===== src/rtl/atmega_pcint.sv =====
// Pin-change input stage: sync, glitch filter and AVR PCINT flag.
// Ports: clk/rst, I/O bus (addr_dat, wr/rd, data), io_in pads, pin_filt, int_req/ack.
module atmega_pcint #(
  parameter int BUS_ADDR_DATA_LEN = 8,
  parameter int PORT_WIDTH        = 8,
  parameter int PCMSK_ADDR        = 'h6B,
  parameter int PCIFR_ADDR        = 'h3B,
  parameter int PCICR_ADDR        = 'h68,
  parameter int SYNC_STAGES       = 2,
  parameter int FILTER_CYCLES     = 4
) (
  input  logic                         clk,
  input  logic                         rst,
  input  logic [BUS_ADDR_DATA_LEN-1:0] addr_dat,
  input  logic                         wr_dat,
  input  logic                         rd_dat,
  input  logic [PORT_WIDTH-1:0]        bus_dat_in,
  output logic [PORT_WIDTH-1:0]        bus_dat_out,
  input  logic [PORT_WIDTH-1:0]        io_in,
  output logic [PORT_WIDTH-1:0]        pin_filt,
  output logic                         int_req,
  input  logic                         int_ack
);

  localparam logic [BUS_ADDR_DATA_LEN-1:0] A_MSK =
    BUS_ADDR_DATA_LEN'(PCMSK_ADDR);
  localparam logic [BUS_ADDR_DATA_LEN-1:0] A_IFR =
    BUS_ADDR_DATA_LEN'(PCIFR_ADDR);
  localparam logic [BUS_ADDR_DATA_LEN-1:0] A_ICR =
    BUS_ADDR_DATA_LEN'(PCICR_ADDR);
  localparam logic [7:0] CNT_LAST = 8'(FILTER_CYCLES - 1);
  localparam logic [8:0] PRIME_LAST =
    9'(SYNC_STAGES + FILTER_CYCLES - 1);

  logic [SYNC_STAGES-1:0][PORT_WIDTH-1:0] sync_q;
  logic [PORT_WIDTH-1:0]                  sync;
  logic [PORT_WIDTH-1:0]                  filt;
  logic [PORT_WIDTH-1:0]                  filt_nxt;
  logic [PORT_WIDTH-1:0][7:0]             cnt;
  logic [PORT_WIDTH-1:0][7:0]             cnt_nxt;
  logic [PORT_WIDTH-1:0]                  pcmsk;
  logic                                   pcif;
  logic                                   pcie;
  logic                                   primed;
  logic [8:0]                             prime_cnt;
  logic                                   chg;
  logic                                   chg_q;
  logic                                   sel_msk;
  logic                                   sel_ifr;
  logic                                   sel_icr;
  logic                                   ifr_clr;

  assign sync     = sync_q[SYNC_STAGES-1];
  assign pin_filt = filt;
  assign int_req  = pcif & pcie;

  assign sel_msk = (addr_dat == A_MSK);
  assign sel_ifr = (addr_dat == A_IFR);
  assign sel_icr = (addr_dat == A_ICR);
  assign ifr_clr = wr_dat & sel_ifr & bus_dat_in[0];

  // Until primed, filt tracks sync so idle-high pins do not
  // look like a change when the chain fills after reset.
  always_comb begin
    filt_nxt = filt;
    cnt_nxt  = cnt;
    for (int i = 0; i < PORT_WIDTH; i++) begin
      if (!primed) begin
        filt_nxt[i] = sync[i];
        cnt_nxt[i]  = '0;
      end else if (sync[i] == filt[i]) begin
        cnt_nxt[i] = '0;
      end else if (cnt[i] == CNT_LAST) begin
        filt_nxt[i] = sync[i];
        cnt_nxt[i]  = '0;
      end else begin
        cnt_nxt[i] = cnt[i] + 8'd1;
      end
    end
  end

  // Mask is sampled on the toggle edge; flag lands one edge later.
  assign chg = primed & (|((filt_nxt ^ filt) & pcmsk));

  always_ff @(posedge clk or negedge rst) begin
    if (!rst) begin
      sync_q <= '0;
      filt   <= '0;
      cnt    <= '0;
      chg_q  <= 1'b0;
    end else begin
      sync_q <= {sync_q[SYNC_STAGES-2:0], io_in};
      filt   <= filt_nxt;
      cnt    <= cnt_nxt;
      chg_q  <= chg;
    end
  end

  always_ff @(posedge clk or negedge rst) begin
    if (!rst) begin
      prime_cnt <= '0;
      primed    <= 1'b0;
    end else if (!primed) begin
      if (prime_cnt == PRIME_LAST) primed <= 1'b1;
      else prime_cnt <= prime_cnt + 9'd1;
    end
  end

  always_ff @(posedge clk or negedge rst) begin
    if (!rst) begin
      pcmsk <= '0;
      pcie  <= 1'b0;
    end else if (wr_dat) begin
      if (sel_msk) pcmsk <= bus_dat_in;
      if (sel_icr) pcie  <= bus_dat_in[0];
    end
  end

  // A set in the same cycle as a clear takes priority.
  always_ff @(posedge clk or negedge rst) begin
    if (!rst) pcif <= 1'b0;
    else if (chg_q) pcif <= 1'b1;
    else if (int_ack | ifr_clr) pcif <= 1'b0;
  end

  always_comb begin
    bus_dat_out = '0;
    if (rst && rd_dat) begin
      unique case (1'b1)
        sel_msk: bus_dat_out = pcmsk;
        sel_ifr: bus_dat_out = PORT_WIDTH'(pcif);
        sel_icr: bus_dat_out = PORT_WIDTH'(pcie);
        default: bus_dat_out = '0;
      endcase
    end
  end

endmodule


===== config.mk =====
export PLATFORM = sky130hd
export DESIGN_NAME = atmega_pcint
export DESIGN_NICKNAME = d
export VERILOG_FILES = /design/src/rtl/atmega_pcint.sv
export SDC_FILE = /design/constraint.sdc
export NUM_CORES = 1
export LEC_CHECK = 0
export ABC_CLOCK_PERIOD_IN_PS = 5100
export CAP_MARGIN = 25
export CORE_MARGIN = 10
export CORE_UTILIZATION = 50
export CTS_BUF_LIST = sky130_fd_sc_hd__clkbuf_2
export DETAILED_ROUTE_END_ITERATION = 6
export PLACE_DENSITY = 0.83
export REMOVE_ABC_BUFFERS = 1
export SLEW_MARGIN = 10
export SYNTH_ARGS = -nofsm -noshare
export SYNTH_HDL_FRONTEND = slang
export SYNTH_SLANG_ARGS = --single-unit

===== constraint.sdc =====
create_clock -name clk -period 5.1 [get_ports clk]
set_input_delay 0.765 -clock clk [delete_from_list [all_inputs] [get_ports clk]]
set_output_delay 0.765 -clock clk [all_outputs]
set_load 0.02 [all_outputs]

### After elaboration in Yosys (flattened, before gate mapping)

Cells that the tools add are included.

| storage, ports and cells | value |
|---|---|
| register bits after elaboration | 109 |
| bits of input ports | 29 |
| output and inout bits | 17 |
| logic and storage cells | 115 |

| operators by class | value |
|---|---|
| add/sub/neg operators | 9 |
| equality and inequality tests | 20 |
| muxes and demuxes | 54 |
| bitwise logic cells | 9 |
| reductions and logical operators | 6 |

Operator list:

| cell | number |
|---|---|
| 8-bit two-way mux | 25 |
| 8-bit by 1-bit adder with 8-bit output (second input constant) | 8 |
| 8-bit by 2-bit == test with 1-bit output (second input constant) | 8 |
| 1-bit two-way mux | 28 |
| 8-bit one-hot mux with 3 select lines | 1 |
| 8-bit by 7-bit == test with 1-bit output (second input constant) | 2 |
| 9-bit by 1-bit adder with 9-bit output (second input constant) | 1 |
| 9-bit by 3-bit == test with 1-bit output (second input constant) | 1 |
| 8-bit bitwise AND | 1 |
| 1-bit == test | 8 |
| 8-bit by 6-bit == test with 1-bit output (second input constant) | 1 |
| 8-bit OR reduction | 1 |
| 8-bit bitwise XOR | 1 |
| 2-bit AND reduction | 3 |
| 1-bit bitwise AND | 4 |
| 1-bit inverter | 2 |
| 2-bit nonzero test | 1 |
| 1-bit logical AND | 1 |
| 1-bit OR | 1 |

### Depth between registers and ports, before layout

| depth | value |
|---|---|
| depth after elaboration | 8 |
| gate-level depth with buffers | 6 |
| mapped depth without buffers | 6 |

### Worst setup path before layout

OpenSTA, ideal clock, no wires.

| timing path | value |
|---|---|
| path kind | input port to output port |
| start | in addr_dat[7] |
| end | out bus_dat_out[0] |
| arrival | 1.724 ns |
| required time | 4.335 ns |
| setup slack | 2.611 ns |
| stages | 4 |
| buffers on the path | 0 |
| path through | nand4bb_1 nor4_1 a222oi_1 nor2_1 |

| on the way | value |
|---|---|
| longest elaborated chain between the ends | 3 |
| elaborated cells on any way between the ends | 5 |
| classes of those cells | eq/ne: 3; mux: 2 |

Ends and longest elaborated chain:

| item | RTL line | RTL |
|---|---|---|
| start: declaration | 14 | `input logic [BUS_ADDR_DATA_LEN-1:0] addr_dat,` |
| 8-bit by 7-bit == test with 1-bit output (tied with other cells) | 59 | `assign sel_icr = (addr_dat == A_ICR);` |
| 8-bit one-hot mux with 3 select lines (*) | 129 | `unique case (1'b1)` |
| 8-bit two-way mux (*) | 128 | `if (rst && rd_dat) begin` |
| end: declaration | 18 | `output logic [PORT_WIDTH-1:0] bus_dat_out,` |

Every way passes the cells marked *; elsewhere a longest branch is shown, timed or not.

### Worst setup path after layout

Same ends and word-level chain as after synthesis.

==> out/results.txt <==
Startpoint Class -> primary input
Final net count -> 510
Post-CTS setup buffer count -> 0
P_sw -> 0.000653 W
Internal power -> 0.00131 W
#FFs+latches synth -> 109
Vias/cell -> 5.34
Clock sink total -> 109
Root buf cell -> clkbuf_2
Hold Crit Class -> primary input to async pin
Kind of critical path -> primary input to output pin
Synth Area in Compound Gates -> 0.0302
Hold Vio Cnt, Final -> 0
Setup TNS -> 0 ns
Yosys warns -> 0
CP Data Required Time -> 4.34 ns
GR Overflow Total -> 0
Worst Max-Slew Pin Slew -> 0.731 ns
CTS tree -> yes
Clock skew -> 0.0280 ns
Starting density of the core -> 0.513
Rel. slew slack -> 0.513
Post-Place Cells -> 571
Final worst slack -> 1.55 ns
N_diodes -> 0
Vias in the first global route -> 3197
Min Tclk post-route -> 3.55 ns
Global-route wire length before repair -> 14900 µm
Crit path max fanout -> 3
Gate power share -> 0.250
Final Setup Violations -> 0
Die ar. -> 0.0137 mm²
Critical Path End Type -> output pin
Core Area -> 0.00920 mm²
Synth Cell Area -> 0.00472 mm²
Final slew viol count -> 0
Drt first pass iters -> 4
Final period util -> 0.696
# DRC -> 0
GRT Overall Usage -> 0.138
Fraction of layout cells with a size suffix above 1 -> 0.0840
Post-Synth Simple-Gate Area -> 0.198
Maximum level of the CTS H-tree -> 3
Avg Cell Area, Syn -> 11.4 µm²
Via count -> 3137
Die width -> 117 µm
Internal reg-to-reg setup slack -> 3.05 ns
Clk pwr share -> 0.192
Initial antenna violation count -> 0
CP Cell Sequence -> clkdlybuf4s50_1 > nand4bb_1 > nor4_1 > a222oi_1 > nor2_1 > clkdlybuf4s50_1
Leak pwr -> 2.53 nW
Post-synthesis sequential area ratio -> 0.578
CTS Hold Bufs -> 0
CP max stage cell -> clkdlybuf4s50_1
WP data arrival -> 2.79 ns
Cts bufs inserted -> 9
Peak supply drop -> 0.000220 V
Layout Cells excl Fill -> 587
RSZ-0062 raised after global routing -> no
Routed WL -> 8940 µm
Reg power frac -> 0.558
Clk slew on worst S/H paths -> 0.26 ns
Largest family of logic cells by synthesized area -> simple AND/OR/NAND/NOR gates
DIE HEIGHT -> 117 µm
Sw Ratio -> 0.334
Slowest stage delay, CP -> 0.62 ns
Outcome -> completed
Port Buffers -> 45
Placer Congestion -> 0.865
Max Cap Violations -> 0
Area Growth Syn to Fin -> 15.0%
Adder-Cell Fraction of Synth Area -> 0.0265
Largest net degree at the start of global routing -> 60
Routed Antenna Nets -> 0
PostCTS Resize Cnt -> 0
Worst skew pair latency -> 0.56 ns
Mux contribution to synthesized area -> 0.0406
Pwr dens -> 361 mW/mm²
Post-Place Worst Slack -> 1.57 ns
Area share of xor/xnor cells in the synthesized design -> 0.117
Crit path top cell by count -> clkdlybuf4s50_1
Unique masters post-synth -> 35
FP Rows -> 35
DRT iter0 DRCs -> 118
CTS max path bufs -> 2
Routed wire length per instance -> 15.2 µm
Worst hold slack -> 0.170 ns
IO Count -> 46
DPL Wire Length -> 6660 µm
Cells after Synth -> 415
Achievable Freq -> 282 MHz
[synthesized netlist by cell type (all sizes together)]
master | instances | share of area
nand4 | 4 | 0.0053
nand4b | 1 | 0.0019
a31oi | 4 | 0.0053
ha | 10 | 0.027
dfrtp | 109 | 0.58
nor4 | 6 | 0.0080
o41a | 1 | 0.0024
o311a | 1 | 0.0024
nand2b | 2 | 0.0027
or4 | 1 | 0.0024
a31o | 1 | 0.0019
or4b | 1 | 0.0021
nand4bb | 2 | 0.0048
o41ai | 2 | 0.0093
o22ai | 2 | 0.0027
buf | 1 | 0.0011
o21bai | 1 | 0.0016
nand2 | 19 | 0.015
clkbuf | 1 | 0.00079
a222oi | 1 | 0.0021
xor2 | 47 | 0.087
nand3 | 45 | 0.048
and3 | 24 | 0.032
mux2 | 17 | 0.041
nor4b | 2 | 0.0037
and2 | 10 | 0.013
o21ai | 1 | 0.0011
nor2 | 69 | 0.055
inv | 9 | 0.0072
nor2b | 1 | 0.0013
xnor2 | 16 | 0.030
nor3 | 3 | 0.0032
o211ai | 1 | 0.0016
[flip-flops by register name (all words and copies together) (netlist names)]
register	count
pcif	1
prime_cnt	9
sync_q	8
chg_q	1
pcmsk	8
primed	1
pcie	1
cnt	64
sync	8
pin_filt	8
[through the flow]
stage	cell area, µm²	power [W]	utilization
floorplan	4710	0.00140	-
CTS	5420	0.00199	0.590
finish	5420	0.00196	0.590
global route	5420	0.00209	0.590
global placement	5310	0.00158	0.577
detailed placement	5310	0.00161	0.577
[power groups by stage]
stage	logic, W	clock network (W)	registers, W
2_1_floorplan	0.000275	0	0.00112
3_3_place_gp	0.000480	0	0.00110
3_5_place_dp	0.000496	0	0.00111
4_1_cts	0.000499	0.000392	0.00109
5_1_grt	0.000548	0.000425	0.00112
6_report	0.000489	0.000376	0.00109
[logic make-up (layout without fill, tap and decap cells)]
group,count (synthesis),count (layout)
AOI/OAI and AO/OA,15,15
xor gates and xnor gates,63,63
adders and majority gates,10,10
buffers and inverters,11,72
DFF,109,109
muxes,17,17
and+or+nand+nor,190,190
[placed cells by master, fill, tap and decap left out, drive strengths merged]
cell,count
a31o,1
clkinv,3
nor2,69
bufinv,1
and3,24
o211ai,1
or4b,1
clkbuf,10
o41ai,2
a222oi,1
xnor2,16
a31oi,4
nand4b,1
o21bai,1
nor3,3
xor2,47
buf,3
mux2,17
nor4b,2
nand2,19
nor4,6
and2,10
or4,1
clkinvlp,1
dfrtp,109
o41a,1
o311a,1
inv,10
nand4bb,2
nand3,45
clkdlybuf4s50,44
nand4,4
o22ai,2
nand2b,2
o21ai,1
ha,10
nor2b,1
[final timing paths]
| check | start | to | depth (start not counted) |
|---|---|---|---|
| setup / recovery | addr_dat[7] | bus_dat_out[0] | 6 |
| hold / removal | rst | cnt[0] | 1 |
| setup reg to reg | cnt[48] | cnt[53] | 5 |
| hold reg to reg | sync_q[2] | sync[2] | 0 |
| max in group asynchronous | rst | pcmsk[5] | 2 |
| min in group clk | sync_q[2] | sync[2] | 0 |
[critical path: cells and delay by family]
kind	cells	cell delay, ns
buffers and inverters	2	1.06
and+or+nand+nor	3	0.78
AOI/OAI and AO/OA	1	0.18
[routing by layer]
metal | global-route usage | vias to the layer above | wire, µm
li1 | - | 1535 | -
met1 | 0.163 | 1538 | 3810
met2 | 0.231 | 56 | 4480
met3 | 0.0510 | 8 | 557
met4 | 0.0346 | 0 | 95
met5 | 0 | - | 0
[layout make-up]
| type | instances | area [µm²] |
|---|---|---|
| clock buffer | 10 | 50.0 |
| clock inverter | 6 | 62.6 |
| fill | 750 | 3770 |
| inverter | 9 | 33.8 |
| multi-input combinational | 295 | 1950 |
| sequential | 109 | 2730 |
| tap | 111 | 139 |
| timing repair buffer | 47 | 463 |
Note: power is estimated with default switching activity, not from simulation.
